[config.mk]
export PLATFORM = sky130hd
export DESIGN_NAME = gpio_board_bridge_flat
export DESIGN_NICKNAME = d
export VERILOG_FILES = /design/src/rtl/gpio_board_bridge_pkg.sv /design/src/rtl/gpio_board_bridge_if.sv /design/src/rtl/gpio_debounce_ch.sv /design/src/rtl/gpio_board_bridge.sv /design/src/flat_wrapper.sv
export SDC_FILE = /design/constraint.sdc
export NUM_CORES = 1
export LEC_CHECK = 0
export ABC_CLOCK_PERIOD_IN_PS = 2180
export BUFFER_PORTS_ARGS = -buffer_cell sky130_fd_sc_hd__buf_2
export CELL_PAD_IN_SITES_DETAIL_PLACEMENT = 2
export CELL_PAD_IN_SITES_GLOBAL_PLACEMENT = 2
export CORE_UTILIZATION = 40
export CTS_CLUSTER_DIAMETER = 40
export DETAILED_ROUTE_END_ITERATION = 16
export GPL_ROUTABILITY_DRIVEN = 0
export GPL_TIMING_DRIVEN = 0
export HOLD_SLACK_MARGIN = 0.12
export PLACE_DENSITY = 0.87
export SKIP_LAST_GASP = 1
export SYNTH_ARGS = -nofsm -noshare
export SYNTH_HDL_FRONTEND = slang
export SYNTH_HIERARCHICAL = 1
export SYNTH_SLANG_ARGS = --single-unit
[constraint.sdc]
create_clock -name io_mainClk -period 2.18 [get_ports io_mainClk]
set_input_delay 0.545 -clock io_mainClk [delete_from_list [all_inputs] [get_ports io_mainClk]]
set_output_delay 0.545 -clock io_mainClk [all_outputs]
set_load 0.05 [all_outputs]
[src/rtl/gpio_board_bridge_pkg.sv]
// gpio_board_bridge_pkg: shared constants and per-channel debounce state for the GPIO board bridge.
package gpio_board_bridge_pkg;
  localparam int PWM_W = 8;
  localparam int DEBOUNCE_DEFAULT = 100000;
  localparam int DB_CNT_W = 32;
  typedef struct packed {
    logic q;
    logic [DB_CNT_W-1:0] c;
  } db_state_t;
endpackage

[src/rtl/gpio_board_bridge_if.sv]
// gpio_board_bridge_if: board/SoC-facing GPIO signals; io_brightness exists only with GPIO_PWM_EN.
interface gpio_board_bridge_if
  import gpio_board_bridge_pkg::*;
#(
  parameter int WIDTH = 16
);
  logic [WIDTH-1:0] io_sw;
  logic [WIDTH-1:0] io_led;
  logic [WIDTH-1:0] io_gpio_read;
  logic [WIDTH-1:0] io_gpio_write;
  logic [WIDTH-1:0] io_gpio_writeEnable;
  logic [WIDTH-1:0] io_changeClear;
  logic [WIDTH-1:0] io_changeFlags;
  logic             io_irq;
`ifdef GPIO_PWM_EN
  logic [PWM_W-1:0] io_brightness;
`endif
  modport master (
`ifdef GPIO_PWM_EN
    output io_brightness,
`endif
    output io_sw, io_gpio_write, io_gpio_writeEnable, io_changeClear,
    input  io_led, io_gpio_read, io_changeFlags, io_irq
  );
  modport slave (
`ifdef GPIO_PWM_EN
    input  io_brightness,
`endif
    input  io_sw, io_gpio_write, io_gpio_writeEnable, io_changeClear,
    output io_led, io_gpio_read, io_changeFlags, io_irq
  );
endinterface

[src/rtl/gpio_debounce_ch.sv]
// gpio_debounce_ch: one channel's synchroniser, debouncer and change-event pulse.
module gpio_debounce_ch
  import gpio_board_bridge_pkg::*;
#(
  parameter int SYNC_STAGES = 2,
  parameter int DEBOUNCE_CYCLES = DEBOUNCE_DEFAULT,
  parameter int CNT_W = $clog2(DEBOUNCE_CYCLES + 1)
) (
  input  logic clk,
  input  logic rst_n,
  input  logic sw_i,
  output logic q_o,
  output logic chg_o
);
  localparam logic [DB_CNT_W-1:0] LAST = DB_CNT_W'(DEBOUNCE_CYCLES - 1);
  logic [SYNC_STAGES-1:0] sync_q;
  db_state_t st_q, st_d;
  logic s;
  assign s = sync_q[SYNC_STAGES-1];
  assign chg_o = (s != st_q.q) && (st_q.c == LAST);
  assign q_o = st_q.q;
  // Counter is physically CNT_W bits; the cast lets the upper struct bits fold to zero.
  always_comb begin
    st_d.q = chg_o ? s : st_q.q;
    st_d.c = (s == st_q.q || chg_o) ? '0 : DB_CNT_W'(CNT_W'(st_q.c + 1'b1));
  end
  always_ff @(posedge clk) begin
    if (!rst_n) begin
      sync_q <= '0;
      st_q <= '0;
    end else begin
      sync_q <= {sync_q[SYNC_STAGES-2:0], sw_i};
      st_q <= st_d;
    end
  end
endmodule

[src/rtl/gpio_board_bridge.sv]
// gpio_board_bridge: debounced switch inputs with sticky change flags/IRQ and registered LED drive.
// Optional global PWM dimming of the LEDs when GPIO_PWM_EN is defined.
module gpio_board_bridge
  import gpio_board_bridge_pkg::*;
#(
  parameter int WIDTH = 16,
  parameter int SYNC_STAGES = 2,
  parameter int DEBOUNCE_CYCLES = DEBOUNCE_DEFAULT,
  localparam int CNT_W = $clog2(DEBOUNCE_CYCLES + 1)
) (
  input logic io_mainClk,
  input logic io_mainResetn,
  gpio_board_bridge_if.slave bus
);
  logic [WIDTH-1:0] read, chg, flags_q, flags_d, led_q, led_d;
  for (genvar g = 0; g < WIDTH; g++) begin : g_ch
    gpio_debounce_ch #(
      .SYNC_STAGES(SYNC_STAGES),
      .DEBOUNCE_CYCLES(DEBOUNCE_CYCLES),
      .CNT_W(CNT_W)
    ) u_ch (
      .clk(io_mainClk),
      .rst_n(io_mainResetn),
      .sw_i(bus.io_sw[g]),
      .q_o(read[g]),
      .chg_o(chg[g])
    );
  end
  // A change event in the same cycle as a clear keeps the flag set.
  assign flags_d = (flags_q & ~bus.io_changeClear) | chg;
`ifdef GPIO_PWM_EN
  logic [PWM_W-1:0] p_q;
  assign led_d = bus.io_gpio_write & bus.io_gpio_writeEnable & {WIDTH{p_q < bus.io_brightness}};
`else
  assign led_d = bus.io_gpio_write & bus.io_gpio_writeEnable;
`endif
  always_ff @(posedge io_mainClk) begin
    if (!io_mainResetn) begin
      flags_q <= '0;
      led_q <= '0;
`ifdef GPIO_PWM_EN
      p_q <= '0;
`endif
    end else begin
      flags_q <= flags_d;
      led_q <= led_d;
`ifdef GPIO_PWM_EN
      p_q <= p_q + 1'b1;
`endif
    end
  end
  assign bus.io_gpio_read = read;
  assign bus.io_changeFlags = flags_q;
  assign bus.io_irq = |flags_q;
  assign bus.io_led = led_q;
endmodule

[src/flat_wrapper.sv]
// flat-port wrapper written by rule: the top's interface ports become plain ports
module gpio_board_bridge_flat import gpio_board_bridge_pkg::*;
#(
  parameter int WIDTH = 16,
  parameter int SYNC_STAGES = 2,
  parameter int DEBOUNCE_CYCLES = DEBOUNCE_DEFAULT,
  localparam int CNT_W = $clog2(DEBOUNCE_CYCLES + 1)
)
  (io_mainClk, io_mainResetn, bus_io_sw, bus_io_gpio_write, bus_io_gpio_writeEnable, bus_io_changeClear, bus_io_led, bus_io_gpio_read, bus_io_changeFlags, bus_io_irq);
  gpio_board_bridge_if #(.WIDTH(WIDTH)) bus_i ();
  input logic io_mainClk;
  input logic io_mainResetn;
  input wire logic [$bits(bus_i.io_sw)-1:0] bus_io_sw;
  input wire logic [$bits(bus_i.io_gpio_write)-1:0] bus_io_gpio_write;
  input wire logic [$bits(bus_i.io_gpio_writeEnable)-1:0] bus_io_gpio_writeEnable;
  input wire logic [$bits(bus_i.io_changeClear)-1:0] bus_io_changeClear;
  output wire logic [$bits(bus_i.io_led)-1:0] bus_io_led;
  output wire logic [$bits(bus_i.io_gpio_read)-1:0] bus_io_gpio_read;
  output wire logic [$bits(bus_i.io_changeFlags)-1:0] bus_io_changeFlags;
  output wire logic [$bits(bus_i.io_irq)-1:0] bus_io_irq;
  assign bus_i.io_sw = bus_io_sw;
  assign bus_i.io_gpio_write = bus_io_gpio_write;
  assign bus_i.io_gpio_writeEnable = bus_io_gpio_writeEnable;
  assign bus_i.io_changeClear = bus_io_changeClear;
  assign bus_io_led = bus_i.io_led;
  assign bus_io_gpio_read = bus_i.io_gpio_read;
  assign bus_io_changeFlags = bus_i.io_changeFlags;
  assign bus_io_irq = bus_i.io_irq;
  gpio_board_bridge #(.WIDTH(WIDTH), .SYNC_STAGES(SYNC_STAGES), .DEBOUNCE_CYCLES(DEBOUNCE_CYCLES)) u_core (.io_mainClk(io_mainClk), .io_mainResetn(io_mainResetn), .bus(bus_i));
endmodule
==> flow_summary.json, run 1 <==
{
  "start_kind": "flip-flop",
  "synth_cell_types": 34,
  "routed-via-count": 12600,
  "clock_latency_ns": 0.61,
  "drt_first_pass_iters": 5,
  "reg2reg_depth": 7,
  "place_ws_ns": 0.0199,
  "synthesis.area_mm2": 0.0155,
  "clock_skew_ns": 0.0219,
  "p_switching_mw": 3.85,
  "endpoint_kind": "primary output",
  "synth_largest_area_cell": "dfxtp_1",
  "grt_pass1_vias": 14500,
  "diodes": 0,
  "final_common_cell": "dfxtp_1",
  "synthMuxAreaShare_pct": 1.03,
  "hold_viol": 0,
  "synth_seq_area_share_pct": 45.5,
  "grt_use_total_pct": 25.9,
  "post-route-cell-area_mm2": 0.0190,
  "power.total_mw": 17.3,
  "antenna_found_initial": 1,
  "fin_crit_sh_pct": 105,
  "drive_gt1_share_pct": 23.0,
  "syn_nets": 1642,
  "arrival_ns": 1.73,
  "timing.rr.start": "u_core/g_ch[12].u_ch/st_q[0]",
  "syn-mean-instance-area_um2": 9.93,
  "rrSetupSlack_ns": 0.18,
  "slew_headroom_pct": 40.8,
  "placed_cell_area_mm2": 0.0167,
  "dieArea_mm2": 0.0395,
  "tightest_slew_ns": 0.888,
  "rows": 71,
  "io_buffers": 114,
  "violations": "negative setup slack",
  "vias_per_cell": 5.47,
  "nNetsFinal": 1823,
  "p_comb_share_pct": 1.7,
  "ys_seq_elements": 352,
  "vdd_ir_drop_max_mv": 0.663,
  "seqPwrFrac_pct": 37.6,
  "clk_pin_slew_worst_paths_ns": 0.06,
  "max_freq_mhz": 439,
  "cts_root_buffer": "clkbuf_16",
  "synthCells": 1560,
  "rsz0062_at_grt": "yes",
  "grt_max_degree": 70,
  "p_int_mw": 13.5,
  "clockPowerShare_pct": 60.8,
  "avgRoutedWirePerCell_um": 21.9,
  "min_from": "bus_io_sw[9]",
  "grt_pass1_wl_um": 80200,
  "powerDensity_mw_per_mm2": 911,
  "worstPathMaxFanout": 2,
  "finalSetupViolCount": 1,
  "status": "finished, violations left",
  "die_x_um": 199,
  "synthAdderAreaFrac_pct": 1.29,
  "cts.path.max_buffers": 3,
  "grt_overflow": 0,
  "yosys.area_share.simple_pct": 33.8,
  "finalMaxSlewViolations": 0,
  "synth_area_leaders": "dfxtp_1 (46%), xor2_1 (7.2%), nor2_1 (6.2%)",
  "r2r-end": "u_core/g_ch[12].u_ch/st_q[11]",
  "layout_common_cells": "dfxtp_1 (350), nor2_1 (256), xor2_1 (128), buf_2 (113), xnor2_1 (96)",
  "synth_xor_area_share_pct": 12.7,
  "cts_tree": "done",
  "hold_path_depth": 2,
  "cts_inserted_buffers": 61,
  "startpoint": "u_core/bus.io_changeFlags[4]",
  "holdCritPathClass": "input port to flip-flop",
  "netSwitchingFraction_pct": 22.2,
  "synth_top_area_share_pct": 45.5,
  "maxCapViolCount": 0,
  "ios": 115,
  "drc": 0,
  "wl_um": 50500,
  "synth_warnings": 6,
  "worst_slack_ns": -0.0997,
  "fp.dieH_um": 199,
  "holdPathEnd": "u_core/g_ch[9].u_ch/sync_q[0]",
  "leakage_nw": 6.87,
  "fin_crit_ns": 2.28,
  "h-tree-depth": 2,
  "drtAntennaViolNets": 0,
  "area_delta_synth_final_pct": 23.0,
  "synth_top_family_by_area": "simple AND/OR/NAND/NOR gates",
  "drt_iter0_markers": 456,
  "initial_core_util_pct": 40.9,
  "dp_hpwl_um": 29100,
  "synth_compound_area_share_pct": 3.23,
  "critical_path_class": "flip-flop to primary output",
  "core_area_mm2": 0.0378,
  "clkSinkCount": 352,
  "worstPathRequired_ns": 1.63
}
[synth_stat cells]
cell type	instances
dfxtp_1	352
nor2_1	256
xor2_1	128
xnor2_1	96
nand3_1	80
nand2_1	64
nor2b_1	48
nand4_1	33
a21oi_1	32
and2_1	32
and3_1	32
nand3_2	32
nand4_2	32
nor4b_1	32
nor4_1	20
buf_4	18
and4_1	16
and4_2	16
and4_4	16
and4bb_2	16
buf_6	16
ha_1	16
inv_1	16
mux2i_1	16
nand3_4	16
nor3_1	16
nor3_2	16
nor4bb_1	16
o21a_1	16
o21ai_0	16
o41ai_1	16
or3_1	16
or3b_1	16
buf_2	1
[worst max path at each step]
stage / cells after the start / slack, ns / endpoint
after floorplan: 2 / 0.34 / bus_io_irq
after global placement: 4 / -0.49 / u_core/g_ch[3].u_ch/st_q[2]
after detailed placement: 4 / 0.02 / u_core/g_ch[5].u_ch/st_q[8]
after CTS: 3 / -0.15 / bus_io_irq
after global routing: 3 / -0.18 / bus_io_irq
final: 3 / -0.1 / bus_io_irq
[sequential cells by signal, summed over array words and instances (netlist names)]
| register | count |
|---|---|
| u_core/g_ch.u_ch/st_q | 272 |
| u_core/g_ch.u_ch/sync_q | 32 |
| u_core/bus.io_changeFlags | 16 |
| u_core/bus.io_led | 16 |
| u_core/g_ch.u_ch/q_o | 16 |
[worst max-delay path: stages, from the launching register on]
cell     delay [ns]
dfxtp_2        0.33
nor4_4         0.40
nand4_1        0.18
buf_6          0.20
[layout make-up]
cell class / count / area (um2)
well taps: 511 / 639
flip-flops and latches: 352 / 7050
repair buffers: 118 / 617
clock inverters: 39 / 527
fillers: 3924 / 18800
inverters: 16 / 60.1
multi-input cells: 1157 / 8090
clock buffers: 75 / 1740
plain buffers: 35 / 320
[power groups by stage]
stage               Combinational [mW]  Sequential, mW  Clock [mW]
floorplan                        0.107            6.68           0
global placement                 0.270            6.65           0
detailed placement               0.284            6.65           0
CTS                              0.297            6.52        10.7
global route                     0.315            6.52        11.0
finish                           0.292            6.52        10.5
[layer usage]
layer	track usage [%]	vias to the layer above	share of wire (%)
li1	-	5858	-
met5	0	-	0
met3	4.15	105	3.2
met1	28.1	6396	40
met4	11.1	0	3.3
met2	49.1	236	54
[stage by stage]
step	cells	hold WS, ns	utilization (%)	setup TNS [ns]
floorplan	1560	0.412	-	0
global placement	2185	0.414	44.1	-105.30
detailed placement	2185	0.426	44.1	0
CTS	2303	0.127	50.3	-0.145
global route	2303	0.147	50.3	-0.175
finish	2303	0.154	50.3	-0.0997
[kinds of logic after synthesis]
logic type,after synthesis
AOI/OAI and AO/OA,80
xor gates and xnor gates,224
adders and majority gates,16
buffers and inverters,51
DFF,352
muxes,16
and+or+nand+nor,821
[what timing repair did]
item / in CTS / in global routing
setup endpoints to repair: 1 / 1
hold endpoints to repair: 3 / 0
setup buffers: 1 / 0
pin swaps: 2 / 0
hold buffers: 3 / 0
resized for setup: 6 / 2
(Power assumes the default switching activity.)
==> inputs of run 2 (changes only) <==
--- a/config.mk
+++ b/config.mk
@@ -9,13 +9,13 @@
 export BUFFER_PORTS_ARGS = -buffer_cell sky130_fd_sc_hd__buf_2
 export CELL_PAD_IN_SITES_DETAIL_PLACEMENT = 2
 export CELL_PAD_IN_SITES_GLOBAL_PLACEMENT = 2
-export CORE_UTILIZATION = 40
+export CORE_UTILIZATION = 42
 export CTS_CLUSTER_DIAMETER = 40
 export DETAILED_ROUTE_END_ITERATION = 16
 export GPL_ROUTABILITY_DRIVEN = 0
 export GPL_TIMING_DRIVEN = 0
 export HOLD_SLACK_MARGIN = 0.12
-export PLACE_DENSITY = 0.87
+export PLACE_DENSITY = 0.91
 export SKIP_LAST_GASP = 1
 export SYNTH_ARGS = -nofsm -noshare
 export SYNTH_HDL_FRONTEND = slang
==> run 2 against run 1 <==
  * The flow still finishes with violations (negative setup slack)
  * Fmax is 2.8% lower
  * Wire length is 4.4% higher
  * Clock skew rose by 0.0092 ns
  * Utilization is 1.8 points higher
  * Sequential cell count unchanged
  * Die area is 4.7% lower
  * Register-to-register slack better by 0.05 ns
  * Sequential share of layout area up 0.65 points
  * First-iteration DRC count is 12% lower
  * Final area shrank 1.8%
  * Worst setup slack got worse by 0.065 ns
  * Critical path type unchanged
==> flow_summary.json, run 2 (synthesis results as in run 1) <==
{
  "status": "finished, violations left",
  "violations": "negative setup slack",
  "largest_register_ffs": 272,
  "max_freq_mhz": 427,
  "wl_um": 52700,
  "dp.cells": 2135,
  "largestRegisters": "u_core/g_ch.u_ch/st_q: 272 flops, u_core/g_ch.u_ch/sync_q: 32 flops",
  "grt_max_degree": 70,
  "avgRoutedWirePerCell_um": 23.5,
  "drt_first_pass_iters": 4,
  "grt_pass1_wl_um": 84600,
  "h-tree-depth": 2,
  "netSwitchingFraction_pct": 22.6,
  "antenna_found_initial": 3,
  "finalSetupViolCount": 1,
  "nNetsFinal": 1815,
  "vias_per_cell": 5.64,
  "ios": 115,
  "dieArea_mm2": 0.0376,
  "slowest_stage": "nor4_4",
  "critPathBufInv": 1,
  "hold_viol": 0,
  "drtAntennaViolNets": 0,
  "seqPwrFrac_pct": 39.7,
  "cts_tree": "done",
  "fin_util_pct": 52.1,
  "fin_crit_sh_pct": 108,
  "clkSinkCount": 352,
  "hold_buffers": 0,
  "cts_inserted_buffers": 57,
  "area_delta_synth_final_pct": 20.8,
  "initial_core_util_pct": 43.1,
  "cp_top_family": "simple AND/OR/NAND/NOR gates",
  "worstPathMaxFanout": 3,
  "place_ws_ns": 0.0164,
  "grt_pass1_vias": 14800,
  "layout_common_cells": "dfxtp_1 (351), nor2_1 (256), xor2_1 (128), buf_2 (113), xnor2_1 (96)",
  "leakage_nw": 6.73,
  "slew_headroom_pct": 43.0,
  "powerDensity_mw_per_mm2": 878,
  "rsz0062_at_grt": "yes",
  "p_comb_share_pct": 1.8,
  "final_cells": 2242,
  "power.total_mw": 16.4,
  "fp.dieH_um": 194,
  "cts_root_buffer": "clkbuf_16",
  "crit_chain": "nor4_4 > nand4_1 > buf_6",
  "dr.max_layer_used": "met5",
  "clockPowerShare_pct": 58.6,
  "clk_pin_slew_worst_paths_ns": 0.06,
  "worst_slack_ns": -0.165,
  "maxCapViolCount": 0,
  "holdCritPathClass": "input port to flip-flop",
  "endpoint_kind": "primary output",
  "final_common_cell": "dfxtp_1",
  "drc": 0,
  "tightest_slew_ns": 0.855,
  "met1Wirelength_um": 20700,
  "die_x_um": 194,
  "worstPathRequired_ns": 1.63,
  "drive_gt1_share_pct": 22.4,
  "critical_path_class": "flip-flop to primary output",
  "grt_use_total_pct": 28.1,
  "io_buffers": 114,
  "arrival_ns": 1.80,
  "start_kind": "flip-flop",
  "p_int_mw": 12.7,
  "route.met2.wl_um": 28600,
  "grt_overflow": 0,
  "rows": 69,
  "dp_hpwl_um": 29600,
  "whs_ns": 0.146,
  "top_register": "u_core/g_ch.u_ch/st_q",
  "routed-via-count": 12700,
  "core_area_mm2": 0.0359,
  "route.met3.wl_um": 1830,
  "clock_latency_ns": 0.61,
  "cts.path.max_buffers": 3,
  "cpPeakStageDelay_ns": 0.41,
  "drt_iter0_markers": 403,
  "finalMaxSlewViolations": 0,
  "vdd_ir_drop_max_mv": 0.602,
  "fin_crit_ns": 2.34,
  "p_switching_mw": 3.72,
  "clock_skew_ns": 0.0311
}
## run 2: changes by cell type in the layout (fill, tap and decap cells not counted), moves of 3 or more
cell | before | now
clkinv_2 | 7 | 10
dlygate4sd3_1 | 3 | 0
clkbuf_16 | 63 | 58
clkbuf_1 | 0 | 5
inv_6 | 10 | 5
clkbuf_8 | 12 | 8
## run 2: worst reg2reg max path, cell delays in order, from the launching register on
cell	delay, ns
dfxtp_1	0.41
ha_1	0.29
and4_1	0.26
buf_4	0.19
nand4_2	0.17
nand3_2	0.25
buf_6	0.19
nor2_1	0.07
## run 2: repair_timing
action / CTS / global route
gates resized for setup: 5 / 4
endpoints found under the setup margin: 1 / 1
pin swaps: 0 / 2
buffers inserted: 0 / 0
## run 2: per-layer routing
layer | GRT usage (%) | vias to the layer above
li1 | - | 5843
met1 | 29.9 | 6427
met2 | 53.9 | 271
met3 | 4.99 | 108
met4 | 12.0 | 6
met5 | 0 | -
## run 2: stage by stage
step	setup TNS (ns)	area (um2)
finish	-0.165	18700
CTS	-0.152	18700
detailed placement	0	16600
global placement	-106.56	16600
global route	-0.189	18700
floorplan	0	15500
## run 2: worst paths after layout
kind,to,depth (start not counted),slack (ns),startpoint
max,bus_io_irq,3,-0.16,u_core/bus.io_changeFlags[15]
min,u_core/g_ch[14].u_ch/sync_q[0],2,0.15,bus_io_sw[14]
max reg2reg,u_core/g_ch[2].u_ch/st_q[9],7,0.23,u_core/g_ch[2].u_ch/st_q[1]
min reg2reg,u_core/g_ch[1].u_ch/sync_q[1],1,0.43,u_core/g_ch[1].u_ch/sync_q[0]
## run 2: area by class of cell
class | instances | area, um2
antenna | 1 | 2.50
buffer | 35 | 320
clock buffer | 71 | 1580
clock inverter | 35 | 438
fill | 3661 | 17200
inverter | 16 | 60.1
multi-input combinational | 1157 | 8100
sequential | 352 | 7050
tap | 461 | 577
timing repair buffer | 114 | 579
## run 2: power by group through the flow
stage               Sequential (mW)  Combinational (mW)  Clock (mW)
floorplan                      6.68               0.107           0
global placement               6.65               0.271           0
detailed placement             6.65               0.284           0
CTS                            6.51               0.294        9.80
global route                   6.51               0.310        10.1
finish                         6.51               0.289        9.62
==> inputs of run 3 (changes only) <==
--- a/config.mk
+++ b/config.mk
@@ -9,13 +9,15 @@
 export BUFFER_PORTS_ARGS = -buffer_cell sky130_fd_sc_hd__buf_2
 export CELL_PAD_IN_SITES_DETAIL_PLACEMENT = 2
 export CELL_PAD_IN_SITES_GLOBAL_PLACEMENT = 2
-export CORE_UTILIZATION = 42
+export CORE_ASPECT_RATIO = 1.75
+export CORE_UTILIZATION = 43
+export CTS_BUF_LIST = sky130_fd_sc_hd__clkbuf_2
 export CTS_CLUSTER_DIAMETER = 40
 export DETAILED_ROUTE_END_ITERATION = 16
 export GPL_ROUTABILITY_DRIVEN = 0
 export GPL_TIMING_DRIVEN = 0
 export HOLD_SLACK_MARGIN = 0.12
-export PLACE_DENSITY = 0.91
+export PLACE_DENSITY = 0.93
 export SKIP_LAST_GASP = 1
 export SYNTH_ARGS = -nofsm -noshare
 export SYNTH_HDL_FRONTEND = slang
==> run 3 against run 2 <==
  * Power fell by 30%
  * Highest routed layer is now met4
  * Largest power group is now registers
  * Clock skew up 0.056 ns
  * Critical path depth did not move
  * Clock power fell by 52%
  * The flow still finishes with violations (negative setup slack)
  * Worst hold slack improved by 0.049 ns
==> flow_summary.json, run 3 (synthesis results as in run 1) <==
{
  "status": "finished, violations left",
  "violations": "negative setup slack",
  "largestRegisters": "u_core/g_ch.u_ch/st_q: 272 flops, u_core/g_ch.u_ch/sync_q: 32 flops",
  "core_area_mm2": 0.0354,
  "worst_slack_ns": -0.783,
  "slew_headroom_pct": 40.3,
  "ios": 115,
  "cts_root_buffer": "clkbuf_2",
  "hold_viol": 0,
  "cts_tree": "done",
  "worstPathRequired_ns": 1.63,
  "finalMaxSlewViolations": 0,
  "placed_cell_area_mm2": 0.0166,
  "drt_first_pass_iters": 6,
  "start_kind": "flip-flop",
  "max_freq_mhz": 338,
  "grt_overflow": 0,
  "fin_util_pct": 52.2,
  "vias_per_cell": 5.86,
  "clkSinkCount": 352,
  "layout_common_cells": "dfxtp_1 (320), nor2_1 (256), xor2_1 (128), clkbuf_2 (120), xnor2_1 (96)",
  "cts.path.max_buffers": 3,
  "clock_skew_ns": 0.0866,
  "drt_iter0_markers": 598,
  "grt_max_degree": 70,
  "avgRoutedWirePerCell_um": 27.4,
  "clk_pin_slew_worst_paths_ns": 0.15,
  "drtAntennaViolNets": 0,
  "maxCapViolCount": 0,
  "drc": 0,
  "largest_register_ffs": 272,
  "finalSetupViolCount": 3,
  "grt_use_total_pct": 34.8,
  "fin_crit_sh_pct": 136,
  "tightest_slew_ns": 0.896,
  "post-route-cell-area_mm2": 0.0185,
  "holdCritPathClass": "input port to flip-flop",
  "powerDensity_mw_per_mm2": 626,
  "fp.dieH_um": 253,
  "grt_pass1_vias": 16200,
  "grt_pass1_wl_um": 97400,
  "vdd_ir_drop_max_mv": 0.407,
  "wl_um": 64400,
  "clock_latency_ns": 1.05,
  "routed-via-count": 13800,
  "critical_path_class": "flip-flop to primary output",
  "rows": 91,
  "dieArea_mm2": 0.0368,
  "io_buffers": 114,
  "leakage_nw": 6.69,
  "h-tree-depth": 3,
  "antenna_found_initial": 2,
  "nNetsFinal": 1914,
  "endpoint_kind": "primary output",
  "rsz0062_at_grt": "yes",
  "top_register": "u_core/g_ch.u_ch/st_q",
  "die_x_um": 145,
  "fin_crit_ns": 2.96,
  "final_common_cell": "dfxtp_1",
  "arrival_ns": 2.42,
  "area_delta_synth_final_pct": 19.3,
  "drive_gt1_share_pct": 24.3,
  "initial_core_util_pct": 43.7,
  "worstPathMaxFanout": 3,
  "dp_hpwl_um": 32600,
  "whs_ns": 0.195,
  "cts_inserted_buffers": 86
}
run 3: changes by cell type in the layout (fill, tap and decap cells not counted), sizes merged:
cell         previous run  this run
clkinv                 15        18
dlygate4sd3             0        64
clkbuf                 71       120
bufinv                  8         1
clkinvlp                7         0
diode                   1         2
buf                   149       155
inv                    21        20
run 3: path summary, 6_finish.rpt:
path         slack (ns)                       endpoint                     startpoint  cells after the start
max               -0.78                     bus_io_irq   u_core/bus.io_changeFlags[6]                      3
min                0.20        u_core/g_ch[7].u_ch/q_o                  io_mainResetn                      2
max reg2reg        0.04    u_core/g_ch[7].u_ch/st_q[1]    u_core/g_ch[7].u_ch/st_q[9]                      5
min reg2reg        0.44  u_core/g_ch[4].u_ch/sync_q[1]  u_core/g_ch[4].u_ch/sync_q[0]                      1
run 3: what timing repair did:
action | in CTS | in global routing
cloned | 0 | 0
hold buffers | 64 | 0
pin swaps | 2 | 0
setup endpoints to repair | 49 | 20
gates resized for setup | 139 | 17
buffers inserted | 4 | 2
endpoints found under the hold margin | 48 | 0
run 3: worst max-delay path, cell delays in order (launching register included):
cell and delay, ns:
dfxtp_4 0.40, nor4_1 0.56, nand4_1 0.23, buf_6 0.22
run 3: cell type report:
class / instances / area (um2)
fillers: 3592 / 16900
multi-input cells: 1157 / 8090
flip-flops and latches: 352 / 7140
repair buffers: 184 / 1570
clock buffers: 120 / 601
well taps: 465 / 582
plain buffers: 35 / 320
clock inverters: 23 / 114
inverters: 16 / 60.1
diodes: 2 / 5.00
run 3: stage by stage:
step	setup WS (ns)	setup TNS (ns)	total power, mW	instances
2_1_floorplan	0.335	0	6.79	1560
3_3_place_gp	-0.391	-80.35	6.92	2139
3_5_place_dp	-0.544	-108.10	6.94	2139
4_1_cts	-0.600	-0.846	11.4	2350
5_1_grt	-0.887	-1.21	12.0	2354
6_report	-0.783	-0.813	11.6	2354
run 3: per-layer routing:
layer / GRT usage (%) / wire length, um / up-vias
met5: 0 / 0 / -
met2: 70.8 / 36600 / 506
li1: - / - / 6057
met3: 6.67 / 2590 / 250
met4: 21.5 / 3840 / 0
met1: 30.6 / 21300 / 6982
run 3: where the power goes:
group	switching [mW]	internal, mW
combinational	0.222	0.188
clock	3.08	1.58
sequential	0.0353	6.45
